==> config.mk <==
export PLATFORM = sky130hd
export DESIGN_NAME = spi_read_ctrl
export DESIGN_NICKNAME = d
export VERILOG_FILES = /design/src/rtl/spi_read_ctrl.sv
export SDC_FILE = /design/constraint.sdc
export NUM_CORES = 1
export LEC_CHECK = 0
export BUFFER_PORTS_ARGS = -buffer_cell sky130_fd_sc_hd__buf_2
export CAP_MARGIN = 20
export CORE_ASPECT_RATIO = 0.75
export CORE_MARGIN = 4
export CORE_UTILIZATION = 50
export CTS_CLUSTER_DIAMETER = 150
export DETAILED_ROUTE_END_ITERATION = 7
export GPL_TIMING_DRIVEN = 1
export MAX_ROUTING_LAYER = met4
export PLACE_DENSITY_LB_ADDON = 0.1
export SLEW_MARGIN = 20
export SYNTH_ARGS = -nofsm -noshare
export SYNTH_HDL_FRONTEND = slang
export SYNTH_SLANG_ARGS = --single-unit
==> constraint.sdc <==
create_clock -name inClk -period 3.09 [get_ports inClk]
set_clock_uncertainty 0.2 [all_clocks]
set_input_delay 0 -clock inClk [delete_from_list [all_inputs] [get_ports inClk]]
set_output_delay 0 -clock inClk [all_outputs]
set_load 0.005 [all_outputs]
==> src/rtl/spi_read_ctrl.sv <==
// -----------------------------------------------------------------------------
// spi_read_ctrl
//
// SPI read master for the ILI9341 panel. Shifts out one command byte with DC
// low, inserts a fixed number of dummy SCK periods, then clocks in byteCount
// data bytes from the panel SDO line. Each received byte is presented on
// dataOut together with a one-cycle dataValid strobe. SCK is derived from inClk
// by a half-period counter, so the whole block runs in a single clock domain.
//
// Parameters
//   div        inClk cycles per SCK period (even, >= 2); half period H = div/2
//   bitSize    width of the half-period counter
//   dummyBits  SCK periods between command and data phase (0..7)
//
// Ports
//   inClk      system clock, all logic on the rising edge
//   nReset     asynchronous active-low reset
//   start      single-cycle request, only honoured in IDLE
//   cmd        command byte, latched on an accepted start
//   byteCount  number of data bytes to read (0..7), latched on an accepted start
//   busy       high while a transaction is in progress
//   done       one-cycle pulse at transaction end
//   dataOut    last received byte, held until the next byte completes
//   dataValid  one-cycle pulse when dataOut updates
//   spiCs      chip select, active low
//   spiDc      0 during the command byte, 1 otherwise
//   spiSck     serial clock, idle low (mode 0)
//   spiMosi    command data, MSB first, changes on SCK falling edges
//   spiMiso    panel SDO, sampled on SCK rising edges
// -----------------------------------------------------------------------------
module spi_read_ctrl #(
    parameter int div       = 4,
    parameter int bitSize   = 16,
    parameter int dummyBits = 1
) (
    input  logic       inClk,
    input  logic       nReset,
    input  logic       start,
    input  logic [7:0] cmd,
    input  logic [2:0] byteCount,
    output logic       busy,
    output logic       done,
    output logic [7:0] dataOut,
    output logic       dataValid,
    output logic       spiCs,
    output logic       spiDc,
    output logic       spiSck,
    output logic       spiMosi,
    input  logic       spiMiso
);

    localparam logic [bitSize-1:0] HALF_LAST = bitSize'(div / 2 - 1);
    localparam logic [5:0]         DUMMY_LEN = 6'(dummyBits);

    typedef enum logic [2:0] {
        IDLE,
        CS_SETUP,
        CMD,
        DUMMY,
        READ,
        CS_HOLD
    } state_t;

    state_t             state_reg, state_next, next_phase;
    logic [bitSize-1:0] cnt_reg;
    logic [5:0]         per_cnt_reg;   // SCK periods completed in the current phase
    logic [6:0]         tx_reg;        // remaining command bits after the MSB
    logic [6:0]         shift_reg;     // received bits of the byte in flight
    logic [2:0]         count_reg;
    logic [7:0]         data_reg;
    logic               sck_reg, cs_reg, dc_reg, mosi_reg;
    logic               busy_reg, done_reg, valid_reg;

    logic               tick, accept, do_rise, do_fall, finish, read_rise;
    logic [5:0]         phase_len;

    // One tick per elapsed half period while a transaction is running.
    assign tick = busy_reg && (cnt_reg == HALF_LAST);

    // -------------------------------------------------------------------------
    // State register
    // -------------------------------------------------------------------------
    always_ff @(posedge inClk or negedge nReset) begin
        if (!nReset) begin
            state_reg <= IDLE;
        end else begin
            state_reg <= state_next;
        end
    end

    // -------------------------------------------------------------------------
    // Next-state and SCK edge decisions
    // -------------------------------------------------------------------------
    always_comb begin
        state_next = state_reg;
        next_phase = CS_HOLD;
        accept     = 1'b0;
        do_rise    = 1'b0;
        do_fall    = 1'b0;
        finish     = 1'b0;

        case (state_reg)
            DUMMY:   phase_len = DUMMY_LEN;
            READ:    phase_len = {count_reg, 3'b000};
            default: phase_len = 6'd8;
        endcase

        // Phase that follows once the current one has run its periods.
        if (state_reg == CMD && count_reg != 3'd0) begin
            next_phase = (DUMMY_LEN == 6'd0) ? READ : DUMMY;
        end else if (state_reg == DUMMY) begin
            next_phase = READ;
        end

        case (state_reg)
            IDLE: begin
                // The done cycle itself never accepts a new request.
                if (start && !done_reg) begin
                    accept     = 1'b1;
                    state_next = CS_SETUP;
                end
            end
            CS_SETUP: begin
                if (tick) begin
                    do_rise    = 1'b1;
                    state_next = CMD;
                end
            end
            CMD, DUMMY, READ: begin
                if (tick) begin
                    if (sck_reg) begin
                        do_fall = 1'b1;
                    end else if (per_cnt_reg != phase_len) begin
                        do_rise = 1'b1;
                    end else begin
                        // The low half of the last period has elapsed: this
                        // tick is the first rise of the next phase, if any.
                        state_next = next_phase;
                        do_rise    = (next_phase != CS_HOLD);
                    end
                end
            end
            CS_HOLD: begin
                if (tick) begin
                    finish     = 1'b1;
                    state_next = IDLE;
                end
            end
            default: state_next = IDLE;
        endcase

        read_rise = do_rise && (state_next == READ);
    end

    // -------------------------------------------------------------------------
    // Datapath and registered outputs
    // -------------------------------------------------------------------------
    always_ff @(posedge inClk or negedge nReset) begin
        if (!nReset) begin
            cnt_reg     <= '0;
            per_cnt_reg <= '0;
            tx_reg      <= '0;
            shift_reg   <= '0;
            count_reg   <= '0;
            data_reg    <= 8'h00;
            sck_reg     <= 1'b0;
            cs_reg      <= 1'b1;
            dc_reg      <= 1'b1;
            mosi_reg    <= 1'b0;
            busy_reg    <= 1'b0;
            done_reg    <= 1'b0;
            valid_reg   <= 1'b0;
        end else begin
            done_reg  <= 1'b0;
            valid_reg <= 1'b0;

            if (accept) begin
                tx_reg    <= cmd[6:0];
                count_reg <= byteCount;
                busy_reg  <= 1'b1;
                cs_reg    <= 1'b0;
                dc_reg    <= 1'b0;
                mosi_reg  <= cmd[7];
                sck_reg   <= 1'b0;
                cnt_reg   <= '0;
            end else if (busy_reg) begin
                cnt_reg <= tick ? '0 : cnt_reg + bitSize'(1);
            end

            if (state_next != state_reg) begin
                per_cnt_reg <= '0;
            end else if (do_fall) begin
                per_cnt_reg <= per_cnt_reg + 6'd1;
            end

            if (do_rise) begin
                sck_reg <= 1'b1;
            end
            if (do_fall) begin
                sck_reg <= 1'b0;
            end

            // Command bits advance on falling edges; the eighth fall ends the
            // command byte, so DC returns high and MOSI parks low.
            if (do_fall && state_reg == CMD) begin
                mosi_reg <= tx_reg[6];
                tx_reg   <= {tx_reg[5:0], 1'b0};
                if (per_cnt_reg[2:0] == 3'd7) begin
                    dc_reg   <= 1'b1;
                    mosi_reg <= 1'b0;
                end
            end

            // The entry rise into READ is always bit 7 of the first byte,
            // so only rises made from within READ can complete a byte.
            if (read_rise) begin
                shift_reg <= {shift_reg[5:0], spiMiso};
                if (state_reg == READ && per_cnt_reg[2:0] == 3'd7) begin
                    data_reg  <= {shift_reg, spiMiso};
                    valid_reg <= 1'b1;
                end
            end

            if (finish) begin
                cs_reg   <= 1'b1;
                busy_reg <= 1'b0;
                done_reg <= 1'b1;
            end
        end
    end

    assign busy      = busy_reg;
    assign done      = done_reg;
    assign dataOut   = data_reg;
    assign dataValid = valid_reg;
    assign spiCs     = cs_reg;
    assign spiDc     = dc_reg;
    assign spiSck    = sck_reg;
    assign spiMosi   = mosi_reg;

endmodule

==> results of run 1 <==
-- metal layers --
metal | track usage [%] | wire [um] | vias up | part of all wire (%)
met1 | 28.7 | 3130 | 1016 | 54
met3 | 5.46 | 292 | 8 | 5.0
met4 | 7.10 | 78 | 0 | 1.3
met2 | 24.1 | 2340 | 53 | 40
li1 | - | - | 1033 | -
met5 | - | 0 | - | 0
-- per-stage QoR --
stage,utilization [%],hold WS (ns),setup slack [ns]
floorplan,-,-0.496,0.773
global placement,56.7,-0.00599,0.413
detailed placement,56.7,-0.00626,0.345
CTS,62.2,0.161,0.346
global route,62.3,0.0671,0.226
finish,62.3,0.0148,0.330
-- path summary, 6_finish.rpt --
check,startpoint,end,slack [ns],cells after the start
max,state_reg[0],dataOut[1],0.33,6
min,nReset,tx_reg[4],0.01,2
max reg2reg,state_reg[0],dataOut[1],0.33,6
min reg2reg,tx_reg[4],tx_reg[4],0.28,2
max in group asynchronous,nReset,per_cnt_reg[0],2.08,3
min in group inClk,start,busy,0.17,5
-- cell usage in the layout, fill, tap and decap left out, types with 2 or more instances in the layout --
cell type,n
a21oi_1,10
a22oi_1,6
and3_2,2
and4_1,2
and4_2,2
buf_2,28
buf_4,6
clkbuf_8,10
clkinv_2,3
dfrtp_1,55
dfstp_2,2
dlygate4sd3_1,13
ha_1,4
inv_1,8
mux2_2,7
mux2_4,9
mux2i_1,2
nand2_1,40
nand3_1,3
nand4_1,7
nor2_1,26
nor2b_1,2
nor3_1,7
nor4_4,3
o21ai_0,4
o21ai_2,2
o31ai_1,2
or2b_2,2
or3b_1,2
xnor2_1,8
xor2_1,13
-- power groups by stage --
stage | Clock [W] | Sequential (W) | Combinational [W]
floorplan | 0 | 0.000761 | 0.00000131
global placement | 0 | 0.000761 | 0.0000266
detailed placement | 0 | 0.000761 | 0.0000269
CTS | 0.000632 | 0.000747 | 0.0000396
global route | 0.000670 | 0.000747 | 0.0000445
finish | 0.000608 | 0.000747 | 0.0000387
-- area by class of cell --
type,instances,area [um^2]
Tap cell,75,93.8
Clock buffer,11,141
Clock inverter,5,31.3
Fill cell,437,2070
Timing Repair Buffer,47,315
Multi-Input combinational cell,194,1380
Sequential cell,57,1430
Inverter,8,30.0
-- cells by family (layout without fill, tap and decap cells) --
kind of cell	Yosys count	count (layout)	share of synthesized area, %
adder cells (fa/ha/maj)	4	4	1.72
AND/OR/NAND/NOR	117	117	23.5
buffers and inverters	17	71	3.56
XOR/XNOR	21	21	6.31
multiplexers	18	18	8.03
flip-flops	57	57	49.0
AO/OA/AOI/OAI	34	34	7.90
-- worst register-to-register path, stage by stage, from the launching register on --
cell and delay [ns]:
dfrtp_1 0.56, or3b_1 0.51, o21ai_2 0.15, xor2_1 0.24, a31o_1 0.21, or2_1 0.44, mux2_4 0.35
==> impl_results.md, run 1 <==
* Yosys top cell by area: dfrtp_1
* Fin crit share at about nine tenths
* # resized after CTS at 0
* Total Power at around 0.0014 W
* Clock Power Share at roughly 44%
* CTS tree: yes
* Worst-margin pin slew at just over 0.6 ns
* Area contributors post-synth: dfrtp_1 (47%), nand2_1 (5.2%), mux2_4 (4.6%)
* Highest Clock Rate at approximately 360 MHz
* Buffer depth of the longest clock path at 2
* Pwr/cell area at 407 nW/um^2
* Peak VDD IR at around 440 uV
* Mapped Area at 2920 um^2
* Routed vias at roughly 2100
* Vias per cell at roughly 5.3
* GR Util All Layers at roughly a fifth
* Count leader, synth: dfrtp_1
* Routability cong. at roughly 0.86
* Core area at ~5500 um^2
* CP Cell Sequence: or3b_1, o21ai_2, xor2_1, a31o_1, or2_1, mux2_4
* NetSw at 0.000317 W
* Level count of the clock H-tree at 3
* Setup tns final at 0 ns
* Slew headroom at roughly 60%
* Post-Syn Instances at around 270
* Ys Warns at 0
* Cell variety after synth at 58
* Num rows at 23
* Placed inst area at 3120 um^2
* Pins over their slew limit at 0
* EDFF count, synth at 0
* Max Cap Viol at 0
* CP delay by family, top: simple AND/OR/NAND/NOR gates
* Total Nets Final at ~340
* Vias in the first global route at 1955
* WP data arrival at between 2 and 3 ns
* DR WL/cell at between 10 and 15 um
* Sw Share at between 20% and 30%
* Final setup fails at 0
* DP Cell Count at between 300 and 400
* Die H at 74.1 um
* First-pass GRT wire length at 9850 um
* PortBufs at 29
* Final hold violation count at 0
* Average size of a mapped cell at around 11 um^2
* Postcts setup bufs at 0
* Hold-fix buffer count after cts at 13
* Leakage at ~1.7 nW
* Die X at a little under 100 um
* Synth async-reset ratio at 100%
* Routed Antenna Nets at 0
* Initial Util at a little over half
* Commonest register cell after synthesis: dfrtp_1
* Antenna violations before repair at 0
* Tightest Hold Check Type: input pin to async pin
* Non-filler cells, final at ~400
* I/O pin count at 30
* RSZ-0062 raised after global routing: no
* Num CTS Buffers at 9
* GRT overflow at 0
* Final critical-path required period at ~2.8 ns
* Worst-path clk slew at roughly 0.07 ns
* Slowest stage delay, CP at between 0.5 and 0.6 ns
* Area growth, synth to finish at 17.4%
* Die area at just over 7000 um^2
* Cell area after layout at roughly 3400 um^2
* Flop pwr share at about 54%
* Status: finished, final reports clean
* Starting DRT DRC Count at ~120
* TritonCTS Sinks at 57
* Number of detailed-route iterations in the first pass at 4
* Top cell type's share of synthesized area at a little under half
* DRC at 0
* Worst path required time at about 3.1 ns
* Critical path endpoint category: register
* Max reg flops at 16
* Crit-path max FO at 17
* Clock latency on the worst-skew pair at around 0.33 ns
* WL final at around 5800 um
* Crit Path Category: register to register
* Logic pwr share at under 10%
* Detail Placement HPWL at approximately 4000 um
* Share of layout cells above drive strength 1 at between 20% and 30%
* Syn Nets at 287
* Crit path launch type: register
* Critical path's slowest cell: dfrtp_1
* Largest net degree at the start of global routing at roughly 50
* Synth cell count leaders: dfrtp_1 (55), nand2_1 (40), nor2_1 (26)
* Synth Register Bits at 57
* Pint at approximately 0.0011 W
* Seq/Total Area, Yosys at ~49%
* Worst Path Buf+Inv at 0
* Ant. Diodes at 0
* CTS Root Buffer Type: clkbuf_8
No activity file was read; power rests on OpenSTA's default activity.
==> inputs of run 2 (changes only) <==
Settings changed: PLACE_DENSITY_LB_ADDON 0.1 to 0.05, SLEW_MARGIN 20 to unset.
Clock period 3.09 ns to 2.4 ns, I/O delays scaled along.
==> impl_results.md, run 2 (synthesized netlist as in run 1, its figures left out) <==
* Status: finished, final reports clean
* First-pass GRT wire length at 10600 um (+7.3%)
* Crit-path max FO at 7 (-10)
* Level count of the clock H-tree at 3 (unchanged)
* WP data arrival at 2.34 ns (-0.44 ns)
* Slowest stage delay, CP at 0.42 ns (-0.14 ns)
* Final setup fails at 0 (unchanged)
* GRT overflow at 0 (unchanged)
* Ant. Diodes at 0 (unchanged)
* Commonest cells after routing, fill and taps aside: dfrtp_1 (53), nand2_1 (40), buf_4 (40)
* Detail Placement HPWL at 4570 um (+13%)
* Starting DRT DRC Count at 141 (+15%)
* Fillers at 422 (-3.4%)
* DRC at 0 (unchanged)
* Leakage at 1.88 nW (+12%)
* CTS tree: yes
* Pwr/cell area at 539 nW/um^2 (+33%)
* I/O pin count at 30 (unchanged)
* Critical path endpoint category: register
* GR Util All Layers at 20.6% (+1.5 points)
* RSZ-0062 raised after global routing: yes
* Setup WS pre-CTS at -0.0571 ns (-0.402 ns)
* Core area at 5500 um^2 (unchanged)
* Num CTS Buffers at 9 (unchanged)
* Largest net degree at the start of global routing at 35 (-29%)
* Fin crit share at 96.5% (+7.1 points)
* TritonCTS Sinks at 57 (unchanged)
* Routed vias at 2263 (+7.3%)
* Vias per cell at 5.24 (-1.4%)
* Peak VDD IR at 348 uV (-21%)
* Slew headroom at 49.8% (-9.8 points)
* Initial Util at 53.0% (unchanged)
* Die area at 7130 um^2 (unchanged)
* Routability cong. at 0.848 (-1.6%)
* Critical path's slowest cell: dfrtp_1
* Tightest Hold Check Type: input pin to async pin
* PortBufs at 29 (unchanged)
* Worst path required time at 2.42 ns (-0.69 ns)
* Num rows at 23 (unchanged)
* DR WL/cell at 14.8 um (+0.39%)
* Routed Antenna Nets at 0 (unchanged)
* Pins over their slew limit at 0 (unchanged)
* Final critical-path required period at 2.32 ns (-0.445 ns)
* Vias in the first global route at 2130 (+9.0%)
* Max Cap Viol at 0 (unchanged)
* Antenna violations before repair at 0 (unchanged)
* WL final at 6390 um (+9.2%)
* Buffer depth of the longest clock path at 2 (unchanged)
* Number of detailed-route iterations in the first pass at 5 (+1)
* Total Nets Final at 371 (+10%)
* Placed inst area at 3370 um^2 (+8.2%)
* Worst-path clk slew at 0.06 ns (about the same)
* CP Cell Sequence: or3b_4, o21ai_2, xor2_1, buf_4, nand2_1, mux2_4, mux2_2
* Share of layout cells above drive strength 1 at 36.7% (+9.4 points)
* Area growth, synth to finish at 29.4%
* Max reg flops at 16 (unchanged)
* Die X at 96.2 um (unchanged)
* Highest Clock Rate at 432 MHz (+19%)
* CTS Root Buffer Type: clkbuf_8
* Final hold violation count at 0 (unchanged)
* Final hold slack at 0.0585 ns (+0.0437 ns)
* Die H at 74.1 um (unchanged)
* Worst setup margin at 0.0849 ns (-0.245 ns)
* Commonest non-fill, non-tap cell in the layout: dfrtp_1
* Clock latency on the worst-skew pair at 0.34 ns (about the same)
* Crit Path Category: register to register
* Worst-margin pin slew at 0.752 ns (+0.147 ns)
* Crit path launch type: register
* Cell area after layout at 3770 um^2 (+10%)
[run 2: cell types whose count changed in the layout (fill, tap and decap cells not counted), sizes merged]
cell / delta
buf: +35
bufinv: +2
clkinv: -2
[run 2: power breakdown]
part | leakage (nW) | total, W | switching (W) | internal [W]
clock | 0.115 | 0.00102 | 0.000384 | 0.000637
sequential | 0.739 | 0.000962 | 0.000000587 | 0.000962
combinational | 1.02 | 0.0000512 | 0.0000253 | 0.0000259
[run 2: critical path: cells and delay by family (launching register included)]
kind            cells  cell delay (ns)
mux                 2             0.64
simple gates        2             0.48
flops               1             0.42
xor+xnor            1             0.19
buf+inv             1             0.14
compound gates      1             0.13
[run 2: final timing paths]
kind,startpoint,endpoint,slack [ns],cells past startpoint
worst min-delay path,nReset,tx_reg[3],0.06,2
worst min register to register,tx_reg[2],tx_reg[2],0.28,2
max in group asynchronous,nReset,spiCs,1.18,3
worst max-delay path,state_reg[1],shift_reg[2],0.08,7
min in group inClk,start,busy,0.15,5
worst max register to register,state_reg[1],shift_reg[2],0.08,7
[run 2: metrics by stage]
step                TNS, ns  utilization [%]  cells  total power [W]
floorplan                 0                -    268         0.000982
global placement     -0.153             61.4    402          0.00102
detailed placement   -0.418             61.4    402          0.00102
CTS                       0             67.9    431          0.00205
global route        -0.0377             68.6    432          0.00211
finish                    0             68.6    432          0.00203
[run 2: final cells by class]
type	count	area (um^2)	share of cell area, %
inverter	8	30.0	0.796
clock buffer	11	151	4.01
clock inverter	5	77.6	2.06
timing repair buffer	82	576	15.3
multi-input combinational	194	1410	37.4
sequential	57	1430	38.0
tap	75	93.8	2.49
[run 2: per-layer routing]
layer	global-route usage, %	share of wire (%)	vias up
li1	-	-	1106
met1	28.6	51	1089
met2	29.1	43	56
met3	5.46	5.0	12
met4	7.26	1.5	0
met5	-	0	-
[run 2: repair_timing]
| action | 4_1_cts | 5_1_grt |
|---|---|---|
| setup endpoints to repair | 8 | 21 |
| gates cloned | 0 | 0 |
| pin swaps | 0 | 3 |
| hold buffers | 13 | 0 |
| setup buffers | 0 | 1 |
| hold endpoints to repair | 45 | 0 |
| gates resized for setup | 2 | 7 |
